File: config.mk
export PLATFORM = sky130hd
export DESIGN_NAME = comp_sequencer
export DESIGN_NICKNAME = d
export VERILOG_FILES = /design/src/rtl/comp_sequencer.sv
export SDC_FILE = /design/constraint.sdc
export NUM_CORES = 1
export LEC_CHECK = 0
export CORE_MARGIN = 4
export CORE_UTILIZATION = 45
export CTS_CLUSTER_SIZE = 20
export DETAILED_ROUTE_END_ITERATION = 8
export HOLD_SLACK_MARGIN = 0.12
export MAX_ROUTING_LAYER = met4
export PLACE_DENSITY_LB_ADDON = 0.2
export SLEW_MARGIN = 20
export SYNTH_ARGS = -nofsm -noshare
export SYNTH_HDL_FRONTEND = slang
export SYNTH_SLANG_ARGS = --single-unit
File: constraint.sdc
create_clock -name clk -period 5.06 [get_ports clk]
set_input_delay 1.518 -clock clk [delete_from_list [all_inputs] [get_ports clk]]
set_output_delay 1.518 -clock clk [all_outputs]
set_load 0.02 [all_outputs]
File: src/rtl/comp_sequencer.sv
// Control sequencer for the computation datapath (serial MAC, 3x3 and 2x2 systolic arrays).
// Latches a mode on start, then steps CLEAR/FEED/DRAIN/OUTPUT/DONE while driving the datapath controls.
module comp_sequencer #(
  parameter int unsigned SER_LEN = 9,
  parameter int unsigned P1_FEED = 5,
  parameter int unsigned P1_OUT  = 9,
  parameter int unsigned P2_FEED = 3,
  parameter int unsigned P2_OUT  = 4,
  parameter int unsigned DRAIN   = 2
) (
  input  logic       clk,
  input  logic       rst,
  input  logic       start,
  input  logic [1:0] mode,
  input  logic       abort,
  output logic [1:0] sel_m,
  output logic       mux_reset,
  output logic       P1_en,
  output logic [1:0] P2_en,
  output logic [2:0] c_sel,
  output logic       feed_valid,
  output logic [3:0] feed_idx,
  output logic       out_valid,
  output logic [3:0] out_idx,
  output logic       busy,
  output logic       done
);

  typedef enum logic [2:0] {
    S_IDLE,
    S_CLEAR,
    S_FEED,
    S_DRAIN,
    S_OUTPUT,
    S_DONE
  } state_t;

  localparam logic [1:0] M_SER = 2'b01;
  localparam logic [1:0] M_P1  = 2'b10;
  localparam logic [1:0] M_P2  = 2'b11;

  localparam logic [3:0] SER_LAST   = 4'(SER_LEN - 1);
  localparam logic [3:0] P1_F_LAST  = 4'(P1_FEED - 1);
  localparam logic [3:0] P1_O_LAST  = 4'(P1_OUT - 1);
  localparam logic [3:0] P2_F_LAST  = 4'(P2_FEED - 1);
  localparam logic [3:0] P2_O_LAST  = 4'(P2_OUT - 1);
  localparam logic [3:0] DRAIN_LAST = 4'(DRAIN - 1);

  state_t     state_q, state_d;
  logic [1:0] m_q, m_d;
  logic [3:0] cnt_q, cnt_d;

  logic [3:0] feed_last;
  logic [3:0] out_last;
  logic       systolic;

  always_ff @(posedge clk or posedge rst) begin
    if (rst) begin
      state_q <= S_IDLE;
      m_q     <= '0;
      cnt_q   <= '0;
    end else begin
      state_q <= state_d;
      m_q     <= m_d;
      cnt_q   <= cnt_d;
    end
  end

  // Terminal counts per latched mode; serial mode produces a single result word.
  always_comb begin
    feed_last = '0;
    out_last  = '0;
    case (m_q)
      M_SER: begin
        feed_last = SER_LAST;
        out_last  = '0;
      end
      M_P1: begin
        feed_last = P1_F_LAST;
        out_last  = P1_O_LAST;
      end
      M_P2: begin
        feed_last = P2_F_LAST;
        out_last  = P2_O_LAST;
      end
      default: begin
        feed_last = '0;
        out_last  = '0;
      end
    endcase
  end

  assign systolic = (m_q == M_P1) || (m_q == M_P2);

  always_comb begin
    state_d = state_q;
    m_d     = m_q;
    cnt_d   = cnt_q;
    if (abort && (state_q != S_IDLE)) begin
      state_d = S_IDLE;
      m_d     = '0;
      cnt_d   = '0;
    end else begin
      case (state_q)
        S_IDLE: begin
          if (start && (mode != 2'b00)) begin
            m_d     = mode;
            cnt_d   = '0;
            state_d = S_CLEAR;
          end
        end
        S_CLEAR: begin
          cnt_d   = '0;
          state_d = S_FEED;
        end
        S_FEED: begin
          if (cnt_q == feed_last) begin
            cnt_d   = '0;
            state_d = systolic ? S_DRAIN : S_OUTPUT;
          end else begin
            cnt_d = cnt_q + 4'd1;
          end
        end
        S_DRAIN: begin
          if (cnt_q == DRAIN_LAST) begin
            cnt_d   = '0;
            state_d = S_OUTPUT;
          end else begin
            cnt_d = cnt_q + 4'd1;
          end
        end
        S_OUTPUT: begin
          if (cnt_q == out_last) begin
            cnt_d   = '0;
            state_d = S_DONE;
          end else begin
            cnt_d = cnt_q + 4'd1;
          end
        end
        S_DONE: begin
          m_d     = '0;
          cnt_d   = '0;
          state_d = S_IDLE;
        end
        default: begin
          m_d     = '0;
          cnt_d   = '0;
          state_d = S_IDLE;
        end
      endcase
    end
  end

  // Outputs decode only state/counter/mode registers, so IDLE (and reset) reads all zeros.
  always_comb begin
    sel_m      = '0;
    mux_reset  = 1'b0;
    P1_en      = 1'b0;
    P2_en      = '0;
    c_sel      = '0;
    feed_valid = 1'b0;
    feed_idx   = '0;
    out_valid  = 1'b0;
    out_idx    = '0;
    busy       = 1'b0;
    done       = 1'b0;
    case (state_q)
      S_CLEAR: begin
        sel_m     = m_q;
        busy      = 1'b1;
        mux_reset = (m_q == M_SER);
      end
      S_FEED: begin
        sel_m      = m_q;
        busy       = 1'b1;
        feed_valid = 1'b1;
        feed_idx   = cnt_q;
        P1_en      = (m_q == M_P1);
        P2_en      = (m_q == M_P2) ? 2'b01 : 2'b00;
      end
      S_DRAIN: begin
        sel_m = m_q;
        busy  = 1'b1;
        P1_en = (m_q == M_P1);
        P2_en = (m_q == M_P2) ? 2'b01 : 2'b00;
      end
      S_OUTPUT: begin
        sel_m     = m_q;
        busy      = 1'b1;
        out_valid = 1'b1;
        out_idx   = cnt_q;
        P2_en     = (m_q == M_P2) ? 2'b10 : 2'b00;
        c_sel     = (m_q == M_P2) ? cnt_q[2:0] : 3'b000;
      end
      S_DONE: begin
        sel_m = m_q;
        busy  = 1'b1;
        done  = 1'b1;
      end
      default: begin
        sel_m = '0;
      end
    endcase
  end

endmodule
==> results of run 1 <==
-- cell type report --
cell class	count	share of cell area
multi-input cells	81	0.481
repair buffers	26	0.237
flip-flops and latches	9	0.205
well taps	25	0.0285
clock buffers	4	0.0239
inverters	7	0.0239
-- metrics by stage --
step	power [mW]	hold WS, ns	setup slack [ns]
global route	0.467	0.731	1.25
finish	0.430	0.680	1.37
detailed placement	0.381	0.680	1.65
global placement	0.375	0.657	1.71
floorplan	0.302	0.579	2.03
CTS	0.433	0.692	1.37
-- metal layers --
layer	track usage	vias to the layer above	wire length, µm
li1	-	409	-
met4	0.0135	0	0
met5	-	-	0
met2	0.280	26	938
met1	0.188	365	848
met3	0.0326	0	112
-- critical path: stages, from the launching register on --
cell,delay (ns)
dfrtp_1,0.49
or3b_1,0.51
inv_1,0.15
and3_1,0.17
clkdlybuf4s50_1,0.60
-- power groups by stage --
stage	registers (mW)	logic, mW	clock network (mW)
4_1_cts	0.132	0.247	0.0531
3_3_place_gp	0.132	0.243	0
5_1_grt	0.139	0.271	0.0568
6_report	0.134	0.246	0.0506
2_1_floorplan	0.103	0.199	0
3_5_place_dp	0.134	0.247	0
-- cells in the final DEF (no fill, tap or decap) --
master	count
ha_1	3
a21o_1	1
clkbuf_4	3
nor3b_1	2
nor3_1	4
nand4b_1	1
and3b_1	2
and2_4	1
dfrtp_1	9
nor2b_1	2
o41ai_2	2
and3_1	6
a32oi_1	1
or2_4	1
maj3_1	1
nand2_1	9
clkbuf_1	1
inv_1	7
o21ai_0	6
nand3b_1	1
o21a_1	2
a221o_1	1
o21bai_1	1
or3b_1	1
nand3_1	6
or2b_2	1
o211ai_1	1
nand2b_1	1
nor2_1	10
o22a_1	1
a21oi_1	3
a22o_1	1
xnor2_1	2
o211a_1	1
a41oi_1	1
clkdlybuf4s50_1	26
and2_1	5
-- worst paths after layout --
| kind | startpoint | to | depth (start not counted) |
|---|---|---|---|
| worst min register to register | m_q[0]$_DFFE_PP0P_ | m_q[0]$_DFFE_PP0P_ | 2 |
| worst max-delay path | state_q[0]$_DFFE_PP0P_ | c_sel[0] | 4 |
| min in group asynchronous | rst | cnt_q[1]$_DFFE_PP0P_ | 2 |
| worst min-delay path | m_q[0]$_DFFE_PP0P_ | m_q[0]$_DFFE_PP0P_ | 2 |
| worst max register to register | m_q[1]$_DFFE_PP0P_ | state_q[2]$_DFFE_PP0P_ | 5 |
| max in group asynchronous | rst | m_q[1]$_DFFE_PP0P_ | 2 |
-- state kept, by name, indices dropped and copies added (netlist names) --
name / cells
m_q: 2
state_q: 3
cnt_q: 4
-- kinds of logic after synthesis --
group           share of synthesized area
xor+xnor                           0.0214
fa+ha+maj                          0.0582
simple gates                        0.358
buf+inv                            0.0781
flops                               0.276
compound gates                      0.208
==> results.md, run 1 <==
- Cell-internal power: approximately 0.24 mW
- ANT nets after route: 0
- Number of iterations in the first detailed-routing pass: 4
- Storage cell area: 225 µm²
- Post-placement cell area: about 0.0011 mm²
- Global-route wire length before repair: 3100 µm
- Primary FF master, synth: dfrtp_1
- Worst path arrival time: roughly 2.2 ns
- Post-synth EDFFs: 0
- Cells after Synth: 105
- Number of top-level pins: 27
- Clock tree from TritonCTS: done
- Vias in the first global route: between 600 and 700
- Kind of start point of the critical path: flop
- Slew HR: 0.746
- Nets in the synthesized netlist: between 100 and 150
- H-tree depth reported by CTS: 1
- HPWL after detailed placement: 1530 µm
- Floorplan die height: 50.6 µm
- Switching component of the power: 0.195 mW
- Worst Skew: about 0.0027 ns
- Total core area: between 0.0015 and 0.002 mm²
- Iteration-0 DRC count of the detailed router: 9
- Number of diodes added for antenna fixing: 0
- Average detailed-routed wire length per instance: 12.5 µm
- Residual DRC count: 0
- Number of buffers created by CTS: 3
- Post-Route WL: ~1900 µm
- Shortest period the worst path allows: roughly 3.7 ns
- Critical Path End Type: primary output
- Routed vias: 800
- Flop and latch count out of synthesis: 9
- Total of max-cap violations: 0
- Outcome: finished, final reports clean
- Power density of the placed cells: approximately 390 mW/mm²
- Reg power frac: 0.311
- Leakage component of the power: about 0.48 nW
- Max Root-Sink Buffers: 2
- Number of antenna violations at the first check in global routing: 0
- Clock sinks: 9
- Maximum VDD drop: between 0.0002 and 0.0003 V
- Final count of negative-setup-slack endpoints: 0
- Post-synth cell types: 38
- Yosys top cell area share: 0.276
- Upper clock frequency limit: roughly 0.27 GHz
- Total number of placement rows: 15
- Global placement routability congestion: about 0.9
- Buffer cell driving the clock tree root: clkbuf_4
- Cts hold-fix bufs: 0
- Initial Util: 0.473
- Unrepaired setup endpoints after global routing: no
- Least-Margin Pin Slew: ~0.38 ns
- Die width: between 50 and 60 µm
- Clock transition time at the flip-flop clock pins of the worst setup and hold paths: roughly 0.050 ns
- Layout Nets: approximately 140
- Utilization after layout: 0.636
- Fin. Hold Viols: 0
- Total global routing track utilization: 0.157
- Type of the worst setup path: flop to primary output
- Non-filler instance count after layout: 152
- Portion of the post-synthesis area used by sequential elements: 0.276
- FFs w/ async S/R, synth: 1.00
- Hold/Removal Path Class: flop to flop
- Sw Ratio: 0.453
- Accumulated negative setup slack: 0 ns
- Fin crit share: 0.729
- Total number of yosys warnings: 0
- Most numerous cell in the Yosys netlist: nor2_1
- Number of input and output port buffers inserted: 26
- Area Overhead vs Synth: 34.3%
- Buffers inserted during post-CTS setup optimization: 0
- FILL cells: 156
- Largest area contributor in the synthesized netlist: dfrtp_1
- DIE AREA: about 0.0026 mm²
- Worst EP required: between 3 and 4 ns
- Fraction of final layout cells sized beyond drive strength 1: 0.0630
- Via density per instance: ~5.3
- CP Max Fanout: 11
- Fraction of power consumed by the clock network: 0.118
- Final count of pins violating max slew: 0
- Maximum number of pins on one net before global-route repair: 13
- Gr ovfl total: 0
- Avg Synthesized Cell Area: between 7 and 8 µm²
- Area contributors post-synth: dfrtp_1, and3_1, ha_1
- Area of combinational cells with multiple inputs: 528 µm²
- Proportion of power drawn by combinational gates: 0.571
- Slack of the worst reg-to-reg path: roughly 3 ns
- Post-CTS Resized: 0
- Most frequent cells after synthesis: nor2_1, dfrtp_1, nand2_1
- Placed cell count: around 150
- Design area: between 0.001 and 0.0015 mm²
- Clock insertion delay at the later pin of the skew report: approximately 0.25 ns
- Combined area of all synthesized cells: between 800 and 900 µm²
Note: power is estimated with default switching activity, not from simulation.
==> inputs of run 2 (changes only) <==
--- a/config.mk
+++ b/config.mk
@@ -6,7 +6,7 @@
 export NUM_CORES = 1
 export LEC_CHECK = 0
 export CORE_MARGIN = 4
-export CORE_UTILIZATION = 45
+export CORE_UTILIZATION = 40
 export CTS_CLUSTER_SIZE = 20
 export DETAILED_ROUTE_END_ITERATION = 8
 export HOLD_SLACK_MARGIN = 0.12
==> constraint.sdc (replaced) <==
create_clock -name clk -period 3.3 [get_ports clk]
set_input_delay 0.99 -clock clk [delete_from_list [all_inputs] [get_ports clk]]
set_output_delay 0.99 -clock clk [all_outputs]
set_load 0.02 [all_outputs]
==> run 2 against run 1 <==
Worst setup slack worse by 1.2 ns. Combinational power is 52% higher. Largest power group unchanged. Highest routed layer is now met4. Clock power is 57% higher. Sequential share of layout area hardly changed.
==> results.md, run 2 (same netlist as run 1, synthesis figures left out) <==
- Number of diodes added for antenna fixing: 0 (unchanged)
- Iteration-0 DRC count of the detailed router: 22 (+13)
- Slew HR: 0.731 (-0.0158)
- Sink of the worst hold path: m_q[0]$_DFFE_PP0P_
- Routed vias: 829 (+3.6%)
- Total core area: 0.00194 mm² (+12%)
- Fin. Hold Viols: 0 (unchanged)
- Initial Util: 0.421 (-0.0524)
- Outcome: finished, final reports clean
- Vias in the first global route: 768 (+11%)
- FILL cells: 194 (+24%)
- Crit Reg-Reg Startpoint: state_q[0]$_DFFE_PP0P_
- Placed cell count: 150 (+1.4%)
- Shortest period the worst path allows: approximately 3.2 ns
- Type of the worst setup path: flop to primary output
- ANT nets after route: 0 (unchanged)
- Die width: 53.2 µm (+5.1%)
- Post-Route WL: 1910 µm (+0.32%)
- Clock tree from TritonCTS: done
- Largest registers in the final layout: cnt_q x4, state_q x3, m_q x2
- Clock insertion delay at the later pin of the skew report: 0.25 ns (about the same)
- Standard cell with the maximum stage delay on the critical path: clkdlybuf4s50_1
- Total of max-cap violations: 0 (unchanged)
- Layout Nets: 137 (unchanged)
- Residual DRC count: 0 (unchanged)
- Fraction of final layout cells sized beyond drive strength 1: 0.0630 (unchanged)
- Post-CTS Resized: 0 (unchanged)
- DIE AREA: 0.00283 mm² (+10%)
- Critical hold path startpoint: m_q[0]$_DFFE_PP0P_
- Number of iterations in the first detailed-routing pass: 4 (unchanged)
- Gr ovfl total: 0 (unchanged)
- Fin crit share: 0.963
- Hold/Removal Path Class: flop to flop
- Accumulated negative setup slack: 0 ns (unchanged)
- Slack of the worst reg-to-reg path: 1.34 ns (-1.75 ns)
- Max Root-Sink Buffers: 2 (unchanged)
- Worst path arrival time: 2.19 ns (+0.02 ns)
- Least-Margin Pin Slew: 0.401 ns (+0.0236 ns)
- Leakage component of the power: 0.482 nW (unchanged)
- Endpoint of the worst register-to-register path: state_q[0]$_DFFE_PP0P_
- Via density per instance: 5.38 (+2.3%)
- Global-route wire length before repair: 3240 µm (+4.5%)
- Slowest Stage Delay on Critical Path: 0.60 ns (about the same)
- Power density of the placed cells: 595 mW/mm² (+52%)
- Non-filler instance count after layout: 154 (+1.3%)
- Number of buffers created by CTS: 3 (unchanged)
- Buffer cell driving the clock tree root: clkbuf_4
- Number of input and output port buffers inserted: 26 (unchanged)
- HPWL after detailed placement: 1570 µm (+2.4%)
- Utilization after layout: 0.566 (-0.0691)
- H-tree depth reported by CTS: 1 (unchanged)
- Total global routing track utilization: 0.156 (-0.00132)
- CP Max Fanout: 11 (unchanged)
- Total number of placement rows: 16 (+1)
- Cell Chain, Critical Path: or3b_1, inv_1, and3_1, clkdlybuf4s50_1
- Floorplan die height: 53.2 µm (+5.1%)
- Global placement routability congestion: 0.839 (-8.7%)
- Critical Path End Type: primary output
- Upper clock frequency limit: 0.315 GHz
- Max reg flops: 4 (unchanged)
- Unrepaired setup endpoints after global routing: no
- Most flop-heavy register: cnt_q
- Kind of start point of the critical path: flop
- Number of antenna violations at the first check in global routing: 0 (unchanged)
- Buffers inserted during post-CTS setup optimization: 0 (unchanged)
- Final count of negative-setup-slack endpoints: 0 (unchanged)
- Worst EP required: 2.31 ns (-1.23 ns)
- Worst Skew: 0.000990 ns (-0.00167 ns)
- Crit. Startpoint: state_q[0]$_DFFE_PP0P_
- Final count of pins violating max slew: 0 (unchanged)
- Average detailed-routed wire length per instance: 12.4 µm (-0.99%)
- Most common cell after layout, fill and taps aside: clkdlybuf4s50_1
- Cts hold-fix bufs: 0 (unchanged)
- Maximum VDD drop: 0.000367 V (+36%)
- Number of top-level pins: 27 (unchanged)
- Instance count along the most critical hold path: 2 (unchanged)
- Clock sinks: 9 (unchanged)
- Clock transition time at the flip-flop clock pins of the worst setup and hold paths: 0.06 ns (about the same)
- Commonest cells after routing, fill and taps aside: clkdlybuf4s50_1, nor2_1, nand2_1, dfrtp_1, inv_1
- Maximum number of pins on one net before global-route repair: 13 (unchanged)
- Area Overhead vs Synth: 34.6%
- Worst reg-to-reg path cell count: 5 (unchanged)
==> run 2: cell counts in the layout (fill, tap and decap cells not counted) <==
No cell type changed its count.
==> run 2: stage by stage <==
step           area [µm²]  total power, mW  hold slack [ns]  setup WS [ns]
6_report             1100            0.655            0.660          0.123
5_1_grt              1100            0.714            0.697        0.00320
4_1_cts              1100            0.662            0.661          0.114
3_5_place_dp         1070            0.580            0.653          0.389
3_3_place_gp         1070            0.578            0.643          0.394
2_1_floorplan         817            0.464            0.579          0.801
==> run 2: worst max path at each step <==
stage                              to  slack (ns)  depth (start not counted)
final                        c_sel[2]        0.12                          4
after global routing         c_sel[2]       0.003                          4
after CTS                    c_sel[2]        0.11                          4
after detailed placement     c_sel[2]        0.39                          4
after global placement       c_sel[2]        0.39                          4
after floorplan           feed_idx[0]        0.80                          4
==> run 2: metal layers <==
metal,track usage,vias to the layer above,part of all wire
met1,0.199,391,0.43
met4,0.0383,0,0.0047
met3,0.0254,2,0.077
met2,0.256,26,0.49
met5,-,-,0
li1,-,410,-
==> run 2: report_power, final <==
| part | internal, mW | switching [mW] |
|---|---|---|
| Combinational | 0.178 | 0.196 |
| Clock | 0.0462 | 0.0330 |
| Sequential | 0.137 | 0.0650 |
| Total | 0.361 | 0.294 |
==> run 2: worst max-delay path, delay by kind of cell (launching register included) <==
kind / cells / cell delay [ns]
buf+inv: 2 / 0.77
simple gates: 2 / 0.68
flops: 1 / 0.49
==> run 2: final cells by class <==
type	instances	area, µm²	area share
Clock buffer	4	26.3	0.0239
Inverter	7	26.3	0.0239
Multi-Input combinational cell	81	528	0.480
Sequential cell	9	225	0.205
Tap cell	27	33.8	0.0307
Timing Repair Buffer	26	260	0.237
==> inputs of run 3 (changes only) <==
--- a/config.mk
+++ b/config.mk
@@ -7,6 +7,7 @@
 export LEC_CHECK = 0
 export CORE_MARGIN = 4
 export CORE_UTILIZATION = 40
+export CTS_CLUSTER_DIAMETER = 60
 export CTS_CLUSTER_SIZE = 20
 export DETAILED_ROUTE_END_ITERATION = 8
 export HOLD_SLACK_MARGIN = 0.12
==> results of run 3 <==
The final DEF is identical to that of run 2; final timing and power are the same.
